==> src/rtl/sent_cfg_dispatch.sv <==
// sent_cfg_dispatch
// Parses SENT parameter frames from the UDP receive AXI-Stream and validates
// each frame. Accepted parameters go into a per-channel shadow set. The shadow
// set is copied to the active set only while that channel's transmitter is
// between frames.
//
// Ports:
//   clk, rst            module clock, synchronous active-high reset
//   rx_axis_udp_*       32-bit payload beats (no back-pressure)
//   ch_busy             per-channel transmitter mid-frame indication
//   cfg_valid           channel has had at least one config applied
//   cfg_update          one-cycle pulse when a channel's active config changes
//   cfg_*               flattened active config, channel ch at [ch*W +: W]
//   err_cnt             saturating count of rejected frames
module sent_cfg_dispatch #(
  parameter int unsigned SENT_NUM      = 5,
  parameter int unsigned ID_SENT_PARAM = 2,
  parameter int unsigned CLK_FREQ      = 100000000
) (
  input  logic                  clk,
  input  logic                  rst,
  input  logic [31:0]           rx_axis_udp_tdata,
  input  logic                  rx_axis_udp_tvalid,
  input  logic                  rx_axis_udp_tlast,
  input  logic [SENT_NUM-1:0]   ch_busy,
  output logic [SENT_NUM-1:0]   cfg_valid,
  output logic [SENT_NUM-1:0]   cfg_update,
  output logic [16*SENT_NUM-1:0] cfg_tick_div,
  output logic [8*SENT_NUM-1:0] cfg_ltick_len,
  output logic [2*SENT_NUM-1:0] cfg_pause_mode,
  output logic [16*SENT_NUM-1:0] cfg_pause_len,
  output logic [SENT_NUM-1:0]   cfg_crc_mode,
  output logic [4*SENT_NUM-1:0] cfg_status_nibble,
  output logic [3*SENT_NUM-1:0] cfg_data_len,
  output logic [24*SENT_NUM-1:0] cfg_data_nibble,
  output logic [15:0]           err_cnt
);

  localparam int unsigned TICKS_PER_US = CLK_FREQ / 1000000;

  localparam logic [2:0] ST_IDLE  = 3'd0;
  localparam logic [2:0] ST_W1    = 3'd1;
  localparam logic [2:0] ST_W2    = 3'd2;
  localparam logic [2:0] ST_W3    = 3'd3;
  localparam logic [2:0] ST_DROP  = 3'd4;
  localparam logic [2:0] ST_CHECK = 3'd5;

  logic [2:0]  state_q, state_d;

  // Captured frame fields
  logic [7:0]  ch_q;
  logic [7:0]  ctick_q;
  logic [7:0]  ltick_q;
  logic [1:0]  pmode_q;
  logic [15:0] plen_q;
  logic        crc_q;
  logic [3:0]  status_q;
  logic [2:0]  dlen_q;
  logic [23:0] data_q;

  logic        cap_w0_c, cap_w1_c, cap_w2_c, cap_w3_c;
  logic [1:0]  err_add_c;
  logic        commit_ok_c;
  logic        fields_ok_c;
  logic        id_match_c;
  logic        idle_eval_c;
  logic [15:0] err_cnt_d;
  logic [16:0] err_sum_c;
  logic [15:0] tick_div_c;

  logic [SENT_NUM-1:0] pending_q, pending_d;
  logic [SENT_NUM-1:0] commit_c, apply_c;

  // Shadow parameter sets
  logic [16*SENT_NUM-1:0] sh_tick_div_q;
  logic [8*SENT_NUM-1:0]  sh_ltick_q;
  logic [2*SENT_NUM-1:0]  sh_pmode_q;
  logic [16*SENT_NUM-1:0] sh_plen_q;
  logic [SENT_NUM-1:0]    sh_crc_q;
  logic [4*SENT_NUM-1:0]  sh_status_q;
  logic [3*SENT_NUM-1:0]  sh_dlen_q;
  logic [24*SENT_NUM-1:0] sh_data_q;

  assign id_match_c = (rx_axis_udp_tdata[31:16] == 16'(ID_SENT_PARAM));

  // Field validation, consumed only in CHECK
  always_comb begin
    fields_ok_c = (ch_q < 8'(SENT_NUM))
               && (ctick_q >= 8'd3) && (ctick_q <= 8'd90)
               && (ltick_q >= 8'd4)
               && (pmode_q != 2'd3)
               && ((pmode_q == 2'd0) || ((plen_q >= 16'd12) && (plen_q <= 16'd768)))
               && (dlen_q >= 3'd1) && (dlen_q <= 3'd6);
  end

  assign tick_div_c = 16'(32'(ctick_q) * TICKS_PER_US);

  // Parser next-state; CHECK also runs the IDLE decode so a back-to-back W0 is kept
  always_comb begin
    state_d     = state_q;
    cap_w0_c    = 1'b0;
    cap_w1_c    = 1'b0;
    cap_w2_c    = 1'b0;
    cap_w3_c    = 1'b0;
    err_add_c   = 2'd0;
    commit_ok_c = 1'b0;
    idle_eval_c = 1'b0;

    case (state_q)
      ST_IDLE: idle_eval_c = 1'b1;
      ST_CHECK: begin
        state_d     = ST_IDLE;
        idle_eval_c = 1'b1;
        if (fields_ok_c) commit_ok_c = 1'b1;
        else             err_add_c   = 2'd1;
      end
      ST_W1: if (rx_axis_udp_tvalid) begin
        cap_w1_c = 1'b1;
        if (rx_axis_udp_tlast) begin
          err_add_c = 2'd1;
          state_d   = ST_IDLE;
        end else begin
          state_d = ST_W2;
        end
      end
      ST_W2: if (rx_axis_udp_tvalid) begin
        cap_w2_c = 1'b1;
        if (rx_axis_udp_tlast) begin
          err_add_c = 2'd1;
          state_d   = ST_IDLE;
        end else begin
          state_d = ST_W3;
        end
      end
      ST_W3: if (rx_axis_udp_tvalid) begin
        cap_w3_c = 1'b1;
        if (rx_axis_udp_tlast) begin
          state_d = ST_CHECK;
        end else begin
          err_add_c = 2'd1;
          state_d   = ST_DROP;
        end
      end
      ST_DROP: if (rx_axis_udp_tvalid && rx_axis_udp_tlast) state_d = ST_IDLE;
      default: state_d = ST_IDLE;
    endcase

    if (idle_eval_c && rx_axis_udp_tvalid) begin
      if (id_match_c) begin
        cap_w0_c = 1'b1;
        if (rx_axis_udp_tlast) begin
          err_add_c = err_add_c + 2'd1;
          state_d   = ST_IDLE;
        end else begin
          state_d = ST_W1;
        end
      end else begin
        state_d = rx_axis_udp_tlast ? ST_IDLE : ST_DROP;
      end
    end
  end

  // Saturating error counter
  always_comb begin
    err_sum_c = 17'(err_cnt) + 17'(err_add_c);
    err_cnt_d = err_sum_c[16] ? 16'hFFFF : err_sum_c[15:0];
  end

  // Commit/apply per channel; a same-cycle commit defers the apply
  always_comb begin
    commit_c = '0;
    apply_c  = '0;
    for (int ch = 0; ch < SENT_NUM; ch++) begin
      commit_c[ch] = commit_ok_c && (ch_q == 8'(ch));
      apply_c[ch]  = pending_q[ch] && !ch_busy[ch] && !commit_c[ch];
    end
    pending_d = (pending_q & ~apply_c) | commit_c;
  end

  // Parser state, captured fields, error counter
  always_ff @(posedge clk) begin
    if (rst) begin
      state_q  <= ST_IDLE;
      ch_q     <= '0;
      ctick_q  <= '0;
      ltick_q  <= '0;
      pmode_q  <= '0;
      plen_q   <= '0;
      crc_q    <= 1'b0;
      status_q <= '0;
      dlen_q   <= '0;
      data_q   <= '0;
      err_cnt  <= '0;
    end else begin
      state_q <= state_d;
      err_cnt <= err_cnt_d;
      if (cap_w0_c) ch_q <= rx_axis_udp_tdata[15:8];
      if (cap_w1_c) begin
        ctick_q      <= rx_axis_udp_tdata[31:24];
        ltick_q      <= rx_axis_udp_tdata[23:16];
        pmode_q      <= rx_axis_udp_tdata[9:8];
        plen_q[15:8] <= rx_axis_udp_tdata[7:0];
      end
      if (cap_w2_c) begin
        plen_q[7:0] <= rx_axis_udp_tdata[31:24];
        crc_q       <= rx_axis_udp_tdata[16];
        status_q    <= rx_axis_udp_tdata[11:8];
        dlen_q      <= rx_axis_udp_tdata[2:0];
      end
      if (cap_w3_c) data_q <= rx_axis_udp_tdata[31:8];
    end
  end

  // Shadow and active configuration sets
  always_ff @(posedge clk) begin
    if (rst) begin
      pending_q         <= '0;
      cfg_valid         <= '0;
      cfg_update        <= '0;
      sh_tick_div_q     <= '0;
      sh_ltick_q        <= '0;
      sh_pmode_q        <= '0;
      sh_plen_q         <= '0;
      sh_crc_q          <= '0;
      sh_status_q       <= '0;
      sh_dlen_q         <= '0;
      sh_data_q         <= '0;
      cfg_tick_div      <= '0;
      cfg_ltick_len     <= '0;
      cfg_pause_mode    <= '0;
      cfg_pause_len     <= '0;
      cfg_crc_mode      <= '0;
      cfg_status_nibble <= '0;
      cfg_data_len      <= '0;
      cfg_data_nibble   <= '0;
    end else begin
      pending_q  <= pending_d;
      cfg_update <= apply_c;
      cfg_valid  <= cfg_valid | apply_c;
      for (int ch = 0; ch < SENT_NUM; ch++) begin
        if (commit_c[ch]) begin
          sh_tick_div_q[ch*16 +: 16] <= tick_div_c;
          sh_ltick_q[ch*8 +: 8]      <= ltick_q;
          sh_pmode_q[ch*2 +: 2]      <= pmode_q;
          sh_plen_q[ch*16 +: 16]     <= plen_q;
          sh_crc_q[ch]               <= crc_q;
          sh_status_q[ch*4 +: 4]     <= status_q;
          sh_dlen_q[ch*3 +: 3]       <= dlen_q;
          sh_data_q[ch*24 +: 24]     <= data_q;
        end
        if (apply_c[ch]) begin
          cfg_tick_div[ch*16 +: 16]    <= sh_tick_div_q[ch*16 +: 16];
          cfg_ltick_len[ch*8 +: 8]     <= sh_ltick_q[ch*8 +: 8];
          cfg_pause_mode[ch*2 +: 2]    <= sh_pmode_q[ch*2 +: 2];
          cfg_pause_len[ch*16 +: 16]   <= sh_plen_q[ch*16 +: 16];
          cfg_crc_mode[ch]             <= sh_crc_q[ch];
          cfg_status_nibble[ch*4 +: 4] <= sh_status_q[ch*4 +: 4];
          cfg_data_len[ch*3 +: 3]      <= sh_dlen_q[ch*3 +: 3];
          cfg_data_nibble[ch*24 +: 24] <= sh_data_q[ch*24 +: 24];
        end
      end
    end
  end

endmodule

==> config.mk <==
export PLATFORM = sky130hd
export DESIGN_NAME = sent_cfg_dispatch
export DESIGN_NICKNAME = d
export VERILOG_FILES = /design/src/rtl/sent_cfg_dispatch.sv
export SDC_FILE = /design/constraint.sdc
export NUM_CORES = 2
export LEC_CHECK = 0
export CAP_MARGIN = 25
export CORE_MARGIN = 8
export CORE_UTILIZATION = 40
export DETAILED_ROUTE_END_ITERATION = 8
export DONT_BUFFER_PORTS = 1
export GPL_TIMING_DRIVEN = 0
export PLACE_DENSITY = 0.63
export SYNTH_ARGS = -nofsm -noshare
export SYNTH_HDL_FRONTEND = slang
export SYNTH_SLANG_ARGS = --single-unit
==> constraint.sdc <==
create_clock -name clk -period 4.2 [get_ports clk]
set_input_delay 0.21 -clock clk [delete_from_list [all_inputs] [get_ports clk]]
set_output_delay 0.21 -clock clk [all_outputs]
set_load 0.05 [all_outputs]
* Word-level counts from Yosys, hierarchy flattened
Index checks and enable logic that the tools add are counted.
** Word-level totals
- Bits in registers :: 818
- Input port bits :: 41
- Logic and storage cells :: 199
** Operators by class
- Add/sub/neg operators :: 2
- Multiply operators :: 1
- Magnitude comparators :: 8
- Eq/ne operators :: 16
- Multiplexer cells :: 31
- Bitwise gates (word level) :: 4
- Reductions and logical operators :: 42
** Operator list (number)
- $logic_and A1 B1 Y1 :: 25
- $mux W3 :: 7
- $add A16 B2 Y17 :: 1
- $eq A16 B2 Y1 const B :: 1
- $eq A8 B2 Y1 const B :: 2
- $ge A16 B4 Y1 const B :: 1
- $le A16 B10 Y1 const B :: 1
- $mux W1 :: 16
- $mux W16 :: 1
- $pmux W3 S5 :: 1
- $mul A8 B5 Y13 const B :: 1
- $ne A3 B3 Y1 const B :: 4
- $logic_not A1 Y1 :: 10
- $mux W2 :: 5
- $or A5 B5 Y5 :: 2
- $eq A8 B1 Y1 const B :: 1
- $eq A8 B3 Y1 const B :: 1
- $ge A8 B2 Y1 const B :: 1
- $ge A8 B3 Y1 const B :: 1
- $le A8 B7 Y1 const B :: 1
- $logic_not A8 Y1 :: 1
- $lt A8 B3 Y1 const B :: 1
- $eq A3 B2 Y1 const B :: 2
- $eq A3 B3 Y1 const B :: 2
- 13 further kinds :: 15

* Depth between registers and ports, before layout
- Depth in word-level cells :: 16
- Mapped depth :: 23

* Worst setup path after synthesis
No wires, ideal clock.
- Path type :: register to register
- Start :: register plen_q[2]
- End :: register err_cnt[1]
- Setup time :: 0.070 ns
- Arrival time :: 4.355 ns
- Required time :: 4.130 ns
- Slack :: -0.226 ns
- Stages on the path, launching flop included :: 23
- Period minus slack after synthesis :: 4.426 ns
- Path through :: dfxtp_1 -> clkbuf_1 -> nor4_1 -> a21oi_1 -> o32ai_1 -> and2_1 -> clkbuf_1 -> buf_2 -> buf_2 -> a31o_2 -> nand2_1 -> ha_1 -> nor2_1 -> a31oi_1 -> ha_1 -> inv_1 -> fa_1 -> nor4b_1 -> and4_1 -> clkbuf_1 -> nand3_1 -> clkbuf_1 -> a21oi_1
** Between the ends
- Longest elaborated chain between the ends :: 14
- Elaborated cells on any way between the ends :: 15
** RTL lines
- start, declared :: line 55 : logic [15:0] plen_q;
- start signal, assigned :: line 205 : plen_q[7:0] <= rx_axis_udp_tdata[31:24];
- $ge A16 B4 Y1 or $le A16 B10 Y1 (tied branches) :: line 92 : && ((pmode_q == 2'd0) || ((plen_q >= 16'd12) && (plen_q <= 16'd768)))
- $logic_and A1 B1 Y1 * :: line 92
- $logic_or A1 B1 Y1 * :: line 92
- $logic_and A1 B1 Y1 * :: line 92
- $logic_and A1 B1 Y1 * (2 in a row) :: line 93 : && (dlen_q >= 3'd1) && (dlen_q <= 3'd6);
- $mux W1 * :: line 114 : if (fields_ok_c) commit_ok_c = 1'b1;
- $pmux W1 S3 * :: line 109 : case (state_q)
- $add A2 B1 Y2 :: line 152 : err_add_c = err_add_c + 2'd1;
- $mux W2 :: line 151 : if (rx_axis_udp_tlast) begin
- $mux W2 :: line 149 : if (id_match_c) begin
- $mux W2 * :: line 148 : if (idle_eval_c && rx_axis_udp_tvalid) begin
- $add A16 B2 Y17 * :: line 165 : err_sum_c = 17'(err_cnt) + 17'(err_add_c);
- $mux W16 * :: line 166 : err_cnt_d = err_sum_c[16] ? 16'hFFFF : err_sum_c[15:0];
- end signal, assigned :: line 196 : err_cnt <= err_cnt_d;
- end, declared :: line 36 : output logic [15:0] err_cnt
Mark *: on every way between the ends. The rest lies on a longest branch, timed or not.
A chain may end at the register's enable or synchronous reset.

* Worst setup path after layout
- Start :: register plen_q[3]
- End :: register err_cnt[1]
Same word-level chain as after synthesis.

==> results by group <==
Job
  • Max_cap viols: 0

Final layout
  • Most frequent cells in the layout: 801 x dfxtp_1, 711 x nand2b_1, 452 x a21oi_1
  • Area growth, synth to finish: 15.7%
  • Share of cells above drive strength 1: 7.31%
  • Final instance area: 39,700 µm²
  • Final #Nets: 4,080
  • Most common cell after layout, fill and taps aside: dfxtp_1

Synth
  • Primary FF master, synth: dfxtp_1
  • Synth warn: 0
  • Syn Area/Cell: 8.95 µm²
  • Area contributors post-synth: dfxtp_1 48%, nand2b_1 13%, mux2i_1 10%
  • Cell accounting for the most synthesized area: dfxtp_1
  • Post-synth EDFFs: 0
  • Synth Cell Area: 34,400 µm²
  • Register bit total from synthesis: 818
  • Top-area cell type share of the netlist area: 47.7%
  • Async S/R FF share, synth: 0%
  • Post-synthesis sequential area ratio: 47.7%
  • Post-synth cell types: 52
  • Synth Instances: 3,838

Placed design
  • Post-DP HPWL: 93.6 mm
  • Placed cell areas: 35,900 µm²
  • Routability cong.: 0.896
  • PortBufs: 0

Critical path
  • CP Data Arrival Time: 4650 ps
  • Critical path class: reg2reg
  • Startpoint Class: flop
  • Slowest stage delay, CP: 370 ps
  • CP required: 4770 ps
  • CP cell instances: buf_8 > nor4_4 > a21oi_2 > o32ai_4 > and2_4 > a31o_4 > nand2_4 > ha_4 > nor2_2 > a31oi_4 > ha_2 > inv_2 > fa_2 > nor4b_4 > and4_1 > clkbuf_8 > nand3_4 > buf_8 > a21oi_2
  • Slowest cell on the critical path: fa_2
  • Crit path max fanout: 5
  • CP endpoint kind: flop

Drt
  • Vias per Instance: 5.47
  • DR DRC count: 0
  • 1st-pass router iterations: 6
  • Routed WL per cell: 24.7 µm
  • Total number of vias: 28,600
  • Total wire length: 129 mm
  • Iter 0 DRT Violations: 2,524
  • DRT antenna net count: 0

STA
  • Final hold viol count: 0
  • Worst slew pin tran: 1170 ps
  • Maximum clock frequency: 245 MHz
  • Max Slew Vio Count: 0
  • Final Skew: 22.5 ps
  • Slew margin rel.: 22.3%
  • Final setup fails: 0
  • Min Tclk post-route: 4080 ps
  • Period utilisation layout: 97.1%

Power and ir drop
  • Comb pwr share: 5.1%
  • Seq pwr share: 46.5%
  • Static leakage: 12.5 nW
  • Psw: 3.96 mW
  • Clock share of power: 48.4%
  • Pwr/cell area: 422 nW/µm²
  • Internal Pwr Total: 12.8 mW
  • Total power: 16.8 mW
  • Sw frac: 23.6%
  • Maximum VDD drop: 0.302 mV

GRT
  • Largest net degree at the start of global routing: 19
  • Tot GR Track Use: 25.6%
  • Remaining global-route overflow: 0
  • First-pass GRT wire length: 185 mm
  • Vias in the first global route: 27,400
  • Initial antenna violation count: 11

Floorplanning
  • Placeable Area: 85,100 µm²
  • Initial core utilization: 40.4%
  • Row count: 107
  • Die X-Extent: 309 µm
  • Die ar.: 95,500 µm²
  • Die height: 309 µm
  • Ports: 437

Run status
  • Outcome: finished, final reports clean

Min path
  • Class of the worst hold path: in2reg

Clock tree
  • Clk root buf: clkbuf_16
  • H-tree depth: 3
  • CTS tree: done
  • Clock sink count: 818
  • Worst-case clock buffer depth: 3
  • Clock slew at reported path FFs: 60 ps
  • CTS Buf Count: 87
  • Worst-Skew Late Latency: 660 ps
## power groups by stage
| stage | logic (mW) | registers, mW | clock network (mW) |
|---|---|---|---|
| 6_report | 0.858 | 7.80 | 8.11 |
| 3_3_place_gp | 0.748 | 7.97 | 0 |
| 2_1_floorplan | 0.507 | 7.96 | 0 |
| 3_5_place_dp | 0.753 | 7.98 | 0 |
| 5_1_grt | 0.904 | 7.79 | 8.51 |
| 4_1_cts | 0.831 | 7.80 | 8.19 |
## sequential cells by signal (all words and copies together) (netlist names), 8 cells and up
signal             cells
cfg_data_len          15
cfg_data_nibble      120
cfg_ltick_len         40
cfg_pause_len         80
cfg_pause_mode        10
cfg_status_nibble     20
cfg_tick_div          65
ch_q                   8
ctick_q                8
data_q                24
err_cnt               16
ltick_q                8
plen_q                16
sh_data_q            120
sh_dlen_q             15
sh_ltick_q            40
sh_plen_q             80
sh_pmode_q            10
sh_status_q           20
sh_tick_div_q         65
## worst paths after layout
check,startpoint,endpoint,slack [ps],cells past startpoint
min reg2reg,pending_q[3],pending_q[3],450,2
max,plen_q[3],err_cnt[1],120,19
max reg2reg,plen_q[3],err_cnt[1],120,19
min,rx_axis_udp_tvalid,state_q[0],80,3
## worst max-delay path: cells and delay by family (launching register included)
kind / cells / cell delay (ps)
AO/OA/AOI/OAI: 5 / 1000
AND/OR/NAND/NOR: 7 / 1270
buffers and inverters: 4 / 530
adder cells (fa/ha/maj): 3 / 890
flip-flops: 1 / 320
## repair_timing
action | in CTS | in global routing
gates cloned | 1 | 0
setup buffers | 9 | 7
pin swaps | 8 | 8
gates resized for setup | 65 | 14
endpoints found under the setup margin | 21 | 19
hold buffers | 38 | 0
hold endpoints to repair | 92 | 0
## synthesized netlist by cell type, types with 11 or more instances
cell,n
o21ai_0,309
nor2_1,31
buf_2,33
ha_1,41
nand3_1,368
nand2_1,172
xnor2_1,11
nand2b_1,711
a21oi_1,458
buf_4,17
and3_1,11
mux2i_1,355
inv_1,32
dfxtp_1,818
clkbuf_1,259
buf_1,26
buf_6,30
o21ai_1,59
## layout make-up
cell class / instances / area [µm²]
fill: 8182 / 45400
tap: 1144 / 1430
clock buffer: 125 / 2550
sequential: 818 / 16400
antenna: 17 / 42.5
multi-input combinational: 2633 / 16400
timing repair buffer: 59 / 576
buffer: 363 / 1740
clock inverter: 35 / 472
inverter: 32 / 120
## layer usage
metal | GRT usage [%] | part of all wire, %
met5 | 0 | 0.010
met4 | 10.5 | 4.1
met3 | 8.70 | 11
met2 | 40.8 | 45
met1 | 31.7 | 40
## metrics by stage
stage / worst slack [ps] / utilization, % / instances / hold WS (ps) / TNS (ps)
6_report: 123 / 46.7 / 5226 / 77.7 / 0
5_1_grt: -11.5 / 46.6 / 5215 / 135 / -11.7
4_1_cts: 6.43 / 46.5 / 5203 / 36.5 / 0
3_5_place_dp: -1610 / 42.2 / 4999 / 355 / -24970
3_3_place_gp: -1700 / 42.1 / 4996 / 350 / -26180
2_1_floorplan: 38.1 / - / 3852 / 346 / 0
## logic make-up after synthesis
group | count (synthesis) | synth area share, %
adder cells (fa/ha/maj) | 45 | 1.73
XOR/XNOR | 18 | 0.459
flip-flops | 818 | 47.7
AND/OR/NAND/NOR | 1340 | 21.7
other | 1 | 0.0109
multiplexers | 355 | 10.3
AO/OA/AOI/OAI | 860 | 12.8
buffers and inverters | 401 | 5.36
No activity file was read; power rests on OpenSTA's default activity.
